$ cat config.mk
export PLATFORM = sky130hd
export DESIGN_NAME = riot_bus_arbiter_flat
export DESIGN_NICKNAME = d
export VERILOG_FILES = /design/src/rtl/riot_bus_arbiter_if.sv /design/src/rtl/riot_bus_arbiter.sv /design/src/flat_wrapper.sv
export SDC_FILE = /design/constraint.sdc
export NUM_CORES = 1
export LEC_CHECK = 0
export BUFFER_PORTS_ARGS = -buffer_cell sky130_fd_sc_hd__buf_4
export CAP_MARGIN = 20
export CORE_MARGIN = 2
export CORE_UTILIZATION = 40
export CTS_BUF_LIST = sky130_fd_sc_hd__clkbuf_8
export DETAILED_ROUTE_END_ITERATION = 6
export GPL_TIMING_DRIVEN = 0
export PLACE_DENSITY = 0.76
export SYNTH_ARGS = -nofsm -noshare
export SYNTH_HDL_FRONTEND = slang
export SYNTH_SLANG_ARGS = --single-unit
export TNS_END_PERCENT = 1
$ cat constraint.sdc
create_clock -name clk -period 1.4 [get_ports clk]
set_clock_uncertainty 0.05 [all_clocks]
set_input_delay 0.07 -clock clk [delete_from_list [all_inputs] [get_ports clk]]
set_output_delay 0.07 -clock clk [all_outputs]
set_load 0.02 [all_outputs]
$ cat src/rtl/riot_bus_arbiter_if.sv
// ---------------------------------------------------------------------------
// riot_bus_arbiter_if
// Bundle of the signals around the RIOT bus arbiter.
//   CPU side : cpu_cs, cpu_rw, cpu_rs, cpu_addr[6:0], cpu_din[7:0]  -> arbiter
//              cpu_dout[7:0], cpu_rdy                              <- arbiter
//   Host side: host_req, host_rw, host_rs, host_addr[6:0],
//              host_wdata[7:0]                                     -> arbiter
//              host_gnt, host_ack, host_rdata[7:0]                 <- arbiter
//   RIOT side: riot_cs, riot_rw, riot_rs, riot_addr[6:0],
//              riot_din[7:0]                                       <- arbiter
//              riot_dout[7:0]                                      -> arbiter
// Modports:
//   master : the surroundings (CPU decode, host requester, riot6532 instance)
//   slave  : the arbiter itself
// ---------------------------------------------------------------------------
interface riot_bus_arbiter_if;
    logic       cpu_cs;
    logic       cpu_rw;
    logic       cpu_rs;
    logic [6:0] cpu_addr;
    logic [7:0] cpu_din;
    logic [7:0] cpu_dout;
    logic       cpu_rdy;

    logic       host_req;
    logic       host_rw;
    logic       host_rs;
    logic [6:0] host_addr;
    logic [7:0] host_wdata;
    logic       host_gnt;
    logic       host_ack;
    logic [7:0] host_rdata;

    logic       riot_cs;
    logic       riot_rw;
    logic       riot_rs;
    logic [6:0] riot_addr;
    logic [7:0] riot_din;
    logic [7:0] riot_dout;

    modport master (
        output cpu_cs, cpu_rw, cpu_rs, cpu_addr, cpu_din,
        input  cpu_dout, cpu_rdy,
        output host_req, host_rw, host_rs, host_addr, host_wdata,
        input  host_gnt, host_ack, host_rdata,
        input  riot_cs, riot_rw, riot_rs, riot_addr, riot_din,
        output riot_dout
    );

    modport slave (
        input  cpu_cs, cpu_rw, cpu_rs, cpu_addr, cpu_din,
        output cpu_dout, cpu_rdy,
        input  host_req, host_rw, host_rs, host_addr, host_wdata,
        output host_gnt, host_ack, host_rdata,
        output riot_cs, riot_rw, riot_rs, riot_addr, riot_din,
        input  riot_dout
    );
endinterface

$ cat src/rtl/riot_bus_arbiter.sv
// ---------------------------------------------------------------------------
// riot_bus_arbiter
// Shares the RIOT 6532 register/RAM bus between the 6502 CPU and a host
// requester. The CPU always wins; the host is slotted into idle cycles via a
// req/gnt/ack handshake (IDLE -> ISSUE -> CAPTURE, 3 cycles per access).
//
// Ports:
//   clk    : system clock
//   reset  : synchronous, active-high reset
//   bus    : riot_bus_arbiter_if.slave (CPU, host and RIOT bus signals)
//
// Parameters:
//   STARVE_LIMIT : blocked ISSUE cycles before the host is forced on the bus
//   CNT_W        : starvation counter width, 2**CNT_W > STARVE_LIMIT
//
// Build option:
//   RIOT_STARVE_GUARD_EN : when defined, a starvation counter stalls the CPU
//                          for one cycle (cpu_rdy=0) and grants the host after
//                          STARVE_LIMIT blocked cycles. When undefined,
//                          cpu_rdy is tied high and the host can be starved.
// ---------------------------------------------------------------------------
module riot_bus_arbiter #(
    parameter int STARVE_LIMIT = 16,
    parameter int CNT_W        = 5
) (
    input  logic             clk,
    input  logic             reset,
    riot_bus_arbiter_if.slave bus
);

    if (2**CNT_W <= STARVE_LIMIT) begin : g_cnt_w_check
        $error("riot_bus_arbiter: CNT_W too narrow for STARVE_LIMIT");
    end

    typedef enum logic [1:0] {
        IDLE    = 2'd0,
        ISSUE   = 2'd1,
        CAPTURE = 2'd2
    } state_t;

    state_t     state_reg;
    logic [7:0] rdata_reg;
    logic [7:0] hold_reg;
    logic       owner_cpu_reg;   // 1: last RIOT access was made by the CPU
    logic       cpu_read_reg;    // CPU read strobed last cycle

    logic       cpu_sel;
    logic       host_turn;

    // CPU owns the bus whenever it selects the RIOT and is not being stalled.
    assign cpu_sel   = bus.cpu_cs & bus.cpu_rdy;
    // A dropped request never strobes the RIOT, even while still in ISSUE.
    assign host_turn = (state_reg == ISSUE) & bus.host_req & ~cpu_sel;

`ifdef RIOT_STARVE_GUARD_EN
    logic [CNT_W-1:0] starve_cnt_reg;
    logic             force_host;

    assign force_host  = (state_reg == ISSUE) & bus.host_req &
                         (starve_cnt_reg == CNT_W'(STARVE_LIMIT));
    assign bus.cpu_rdy = ~force_host;

    // Counts consecutive cycles the pending host access lost to the CPU.
    // Any other situation (grant, IDLE, CAPTURE) restarts the count.
    always_ff @(posedge clk) begin
        if (reset) begin
            starve_cnt_reg <= '0;
        end else if ((state_reg == ISSUE) && bus.host_req && cpu_sel) begin
            starve_cnt_reg <= starve_cnt_reg + 1'b1;
        end else begin
            starve_cnt_reg <= '0;
        end
    end
`else
    assign bus.cpu_rdy = 1'b1;
`endif

    // Combinational bus mux. When nobody accesses, the CPU fields still drive
    // the bus so the idle pattern is identical to a bus without the arbiter.
    always_comb begin
        bus.riot_cs   = 1'b0;
        bus.riot_rw   = bus.cpu_rw;
        bus.riot_rs   = bus.cpu_rs;
        bus.riot_addr = bus.cpu_addr;
        bus.riot_din  = bus.cpu_din;
        if (cpu_sel) begin
            bus.riot_cs = 1'b1;
        end else if (host_turn) begin
            bus.riot_cs   = 1'b1;
            bus.riot_rw   = bus.host_rw;
            bus.riot_rs   = bus.host_rs;
            bus.riot_addr = bus.host_addr;
            bus.riot_din  = bus.host_wdata;
        end
    end

    assign bus.host_gnt = host_turn;
    assign bus.host_ack = (state_reg == CAPTURE);
    // The RIOT presents the read data during CAPTURE; bypass it so the data is
    // valid together with the ack, then hold it in rdata_reg until next ack.
    assign bus.host_rdata = ((state_reg == CAPTURE) && bus.host_rw) ?
                            bus.riot_dout : rdata_reg;
    // Host reads change riot_dout; the CPU then sees its own last read value.
    assign bus.cpu_dout = owner_cpu_reg ? bus.riot_dout : hold_reg;

    always_ff @(posedge clk) begin
        if (reset) begin
            state_reg     <= IDLE;
            rdata_reg     <= 8'h00;
            hold_reg      <= 8'h00;
            owner_cpu_reg <= 1'b1;
            cpu_read_reg  <= 1'b0;
        end else begin
            case (state_reg)
                IDLE: begin
                    if (bus.host_req) begin
                        state_reg <= ISSUE;
                    end
                end
                ISSUE: begin
                    if (!bus.host_req) begin
                        state_reg <= IDLE;
                    end else if (host_turn) begin
                        state_reg <= CAPTURE;
                    end
                end
                CAPTURE: begin
                    if (bus.host_rw) begin
                        rdata_reg <= bus.riot_dout;
                    end
                    state_reg <= IDLE;
                end
                default: begin
                    state_reg <= IDLE;
                end
            endcase

            if (bus.riot_cs) begin
                owner_cpu_reg <= cpu_sel;
            end
            cpu_read_reg <= cpu_sel & bus.cpu_rw;
            // riot_dout carries the CPU read result the cycle after the read.
            if (cpu_read_reg) begin
                hold_reg <= bus.riot_dout;
            end
        end
    end

endmodule

$ cat src/flat_wrapper.sv
// flat-port wrapper written by rule: the top's interface ports become plain ports
module riot_bus_arbiter_flat 
#(
    parameter int STARVE_LIMIT = 16,
    parameter int CNT_W        = 5
)
  (clk, reset, bus_cpu_cs, bus_cpu_rw, bus_cpu_rs, bus_cpu_addr, bus_cpu_din, bus_cpu_dout, bus_cpu_rdy, bus_host_req, bus_host_rw, bus_host_rs, bus_host_addr, bus_host_wdata, bus_host_gnt, bus_host_ack, bus_host_rdata, bus_riot_cs, bus_riot_rw, bus_riot_rs, bus_riot_addr, bus_riot_din, bus_riot_dout);
  riot_bus_arbiter_if bus_i ();
  input  logic clk;
  input  logic reset;
  input wire logic [$bits(bus_i.cpu_cs)-1:0] bus_cpu_cs;
  input wire logic [$bits(bus_i.cpu_rw)-1:0] bus_cpu_rw;
  input wire logic [$bits(bus_i.cpu_rs)-1:0] bus_cpu_rs;
  input wire logic [$bits(bus_i.cpu_addr)-1:0] bus_cpu_addr;
  input wire logic [$bits(bus_i.cpu_din)-1:0] bus_cpu_din;
  output wire logic [$bits(bus_i.cpu_dout)-1:0] bus_cpu_dout;
  output wire logic [$bits(bus_i.cpu_rdy)-1:0] bus_cpu_rdy;
  input wire logic [$bits(bus_i.host_req)-1:0] bus_host_req;
  input wire logic [$bits(bus_i.host_rw)-1:0] bus_host_rw;
  input wire logic [$bits(bus_i.host_rs)-1:0] bus_host_rs;
  input wire logic [$bits(bus_i.host_addr)-1:0] bus_host_addr;
  input wire logic [$bits(bus_i.host_wdata)-1:0] bus_host_wdata;
  output wire logic [$bits(bus_i.host_gnt)-1:0] bus_host_gnt;
  output wire logic [$bits(bus_i.host_ack)-1:0] bus_host_ack;
  output wire logic [$bits(bus_i.host_rdata)-1:0] bus_host_rdata;
  output wire logic [$bits(bus_i.riot_cs)-1:0] bus_riot_cs;
  output wire logic [$bits(bus_i.riot_rw)-1:0] bus_riot_rw;
  output wire logic [$bits(bus_i.riot_rs)-1:0] bus_riot_rs;
  output wire logic [$bits(bus_i.riot_addr)-1:0] bus_riot_addr;
  output wire logic [$bits(bus_i.riot_din)-1:0] bus_riot_din;
  input wire logic [$bits(bus_i.riot_dout)-1:0] bus_riot_dout;
  assign bus_i.cpu_cs = bus_cpu_cs;
  assign bus_i.cpu_rw = bus_cpu_rw;
  assign bus_i.cpu_rs = bus_cpu_rs;
  assign bus_i.cpu_addr = bus_cpu_addr;
  assign bus_i.cpu_din = bus_cpu_din;
  assign bus_cpu_dout = bus_i.cpu_dout;
  assign bus_cpu_rdy = bus_i.cpu_rdy;
  assign bus_i.host_req = bus_host_req;
  assign bus_i.host_rw = bus_host_rw;
  assign bus_i.host_rs = bus_host_rs;
  assign bus_i.host_addr = bus_host_addr;
  assign bus_i.host_wdata = bus_host_wdata;
  assign bus_host_gnt = bus_i.host_gnt;
  assign bus_host_ack = bus_i.host_ack;
  assign bus_host_rdata = bus_i.host_rdata;
  assign bus_riot_cs = bus_i.riot_cs;
  assign bus_riot_rw = bus_i.riot_rw;
  assign bus_riot_rs = bus_i.riot_rs;
  assign bus_riot_addr = bus_i.riot_addr;
  assign bus_riot_din = bus_i.riot_din;
  assign bus_i.riot_dout = bus_riot_dout;
  riot_bus_arbiter #(.STARVE_LIMIT(STARVE_LIMIT), .CNT_W(CNT_W)) u_core (.clk(clk), .reset(reset), .bus(bus_i));
endmodule
==> results.yml <==
detailed_routing:
  ant_nets: 0
  num_vias: 1188
  routedWlPerCell_microns: 15.7
  drtIter0Drc: 20
  route.detailed.drc: 0
  viasPerCell: 4.99
  wirelength_microns: 3740
  drt-pass1-iter-count: 3
floorplanning:
  rows: 20
  dieArea_sq_um: 3580
  start_util: 0.415
  die_w_microns: 59.8
  core_sq_um: 3000
  pin_count: 83
  die_h_microns: 59.8
grt:
  grt_max_degree: 13
  antenna_found_initial: 0
  grt_overflow: 0
  grt.total_usage: 0.210
  grt_pass1_vias: 1230
  grt_pass1_wl_microns: 5660
setup_path:
  critPathLaunchType: "flop"
  worst-path-buf-inv: 3
  max_stage_delay_ps: 340
  critPathMostFrequentCell: "buf_6"
  crit_chain: "and4bb_1 -> buf_6 -> buf_12 -> mux2_4 -> buf_6"
  worst_ep_required_time_ps: 1280
  crit_fanout: 10
  critical_path.top_delay_family: "buffers and inverters"
  cp_data_arrival_time_ps: 1620
  worst-setup-path-type: "flop to output pin"
  end_kind: "output pin"
  critPathSlowestCell: "dfxtp_2"
synth:
  ys_warn_count: 0
  syn-num-nets: 162
  ys_seq_area_frac: 0.321
  synth_seq_cells: 20
  synthesis.area_sq_um: 1250
  avgSynthCellArea_sq_um: 10.7
  synth.distinct_cells: 20
  synth_cells: 116
status:
  violations: "negative setup slack"
  status: "finished with violations"
cells_and_area:
  syn_to_final_growth_pct: 73.0
  num_antenna_cells: 0
  nets: 252
  drive_gt1_frac: 0.629
  final_area_sq_um: 2160
timing:
  worst_slack_ps: -338
  worstMarginPinSlew_ps: 626
  hold_violations: 0
  rsz0062_at_grt: "yes"
  holdWs_ps: 7.57
  maxClockFrequency_mhz: 575
  fin_crit_sh: 1.24
  post-route-min-period_ps: 1740
  slew_headroom: 0.583
  drv_slew: 0
  finalSetupViolations: 26
power_and_ir_drop:
  peakVddDrop_v: 0.000669
  power.leakage_nw: 0.994
  p_per_area_nw_per_um2: 749
cts:
  cts.path.max_buffers: 2
  cts-htree-levels: 1
  clkLatencyLatePin_ps: 260
  path_clk_slew_ps: 80
  cts_root_buf: "clkbuf_8"
  clock-sinks: 20
  cts_tree: "yes"
  numCtsBuffers: 3
run:
  maxCapViolations: 0
hold_path:
  min_path_type: "input port to flop"
place:
  placed_cell_area_sq_um: 1890
  gp_congestion: 0.719
  pre_cts_slack_ps: -161
  port_buffers: 80
  dp_hpwl_microns: 2830
-- cell families (layout without fill, tap and decap cells) --
kind of cell,after synthesis,count (layout),synth area share
buffers and inverters,10,99,0.0492
and+or+nand+nor,35,35,0.166
DFF,20,20,0.321
other,1,1,0.00301
AOI/OAI and AO/OA,1,1,0.00703
muxes,49,49,0.454
-- power breakdown --
group / internal, W / leakage [nW] / switching (W)
Sequential: 0.000582 / 0.163 / 0.00000743
Clock: 0.000382 / 0.0357 / 0.000201
Combinational: 0.000258 / 0.796 / 0.000184
-- metrics by stage --
step	instances	util	power, W	TNS (ps)
global route	238	0.718	0.00167	-7530
CTS	238	0.710	0.00163	-6410
finish	238	0.718	0.00161	-6210
detailed placement	229	0.629	0.000996	-1490
global placement	229	0.629	0.000987	-1110
floorplan	116	-	0.000791	0
-- synth_stat cells (all sizes together) --
cell     n  area share
nor4b    1      0.0070
nand3b   2       0.012
nor3     1      0.0040
nor2     9       0.027
and3b    1      0.0070
dfxtp   20        0.32
nor2b    2       0.010
buf      5       0.034
a211o    1      0.0070
mux2i   16        0.13
nand2    1      0.0030
clkbuf   5       0.015
conb     1      0.0030
and4bb   1       0.010
mux2    33        0.33
nand2b  17       0.085
-- tightest hold or removal path, cell delays in order --
cell and delay (ps):
buf_4 90, nand2_1 60, nor2_1 70
-- per-layer routing --
layer | vias to the layer above | GRT usage | share of wire
met5 | - | 0 | 0
met4 | 0 | 0.0571 | 0.0069
met1 | 550 | 0.233 | 0.39
met2 | 59 | 0.394 | 0.51
met3 | 4 | 0.0476 | 0.10
li1 | 575 | - | -
-- path summary, 6_finish.rpt --
path | start | endpoint | slack [ps] | cells past startpoint
worst max-delay path | u_core.state_reg[1]$_SDFFE_PP0P_ | bus_riot_din[1] | -340 | 5
worst min-delay path | bus_cpu_rw | u_core.cpu_read_reg$_SDFF_PP0_ | 8 | 3
worst max register to register | u_core.state_reg[0]$_SDFFE_PP0P_ | u_core.rdata_reg[7]$_SDFFE_PP0P_ | 110 | 5
worst min register to register | u_core.state_reg[1]$_SDFFE_PP0P_ | u_core.state_reg[0]$_SDFFE_PP0P_ | 400 | 1
-- cells in the final DEF (no fill, tap or decap) --
master	n
buf_8	1
dfxtp_1	17
nor3_1	1
clkbuf_1	3
nor4b_1	1
mux2_1	2
nand3b_1	2
nand2_1	1
dfxtp_2	3
buf_6	22
buf_4	65
nand2b_1	17
nor2_1	9
conb_1	1
mux2i_1	16
bufinv_16	1
mux2_2	12
buf_12	2
mux2_4	19
and4bb_1	1
and3b_1	1
dlygate4sd3_1	1
a211o_1	1
buf_2	1
nor2b_1	2
clkbuf_8	3
-- area by class of cell --
cell class | instances | area (sq um)
buffer | 10 | 92.6
clock buffer | 3 | 41.3
clock inverter | 1 | 30.0
fill | 226 | 847
multi-input combinational | 86 | 822
sequential | 20 | 404
tap | 33 | 41.3
timing repair buffer | 85 | 724
-- what timing repair did --
| action | 4_1_cts | 5_1_grt |
|---|---|---|
| hold buffers | 1 | 0 |
| resized for setup | 34 | 8 |
| cloned | 0 | 0 |
| setup endpoints to repair | 34 | 34 |
| setup buffers | 4 | 0 |
| hold endpoints to repair | 2 | 0 |
| pin swaps | 0 | 0 |
(Power assumes the default switching activity.)
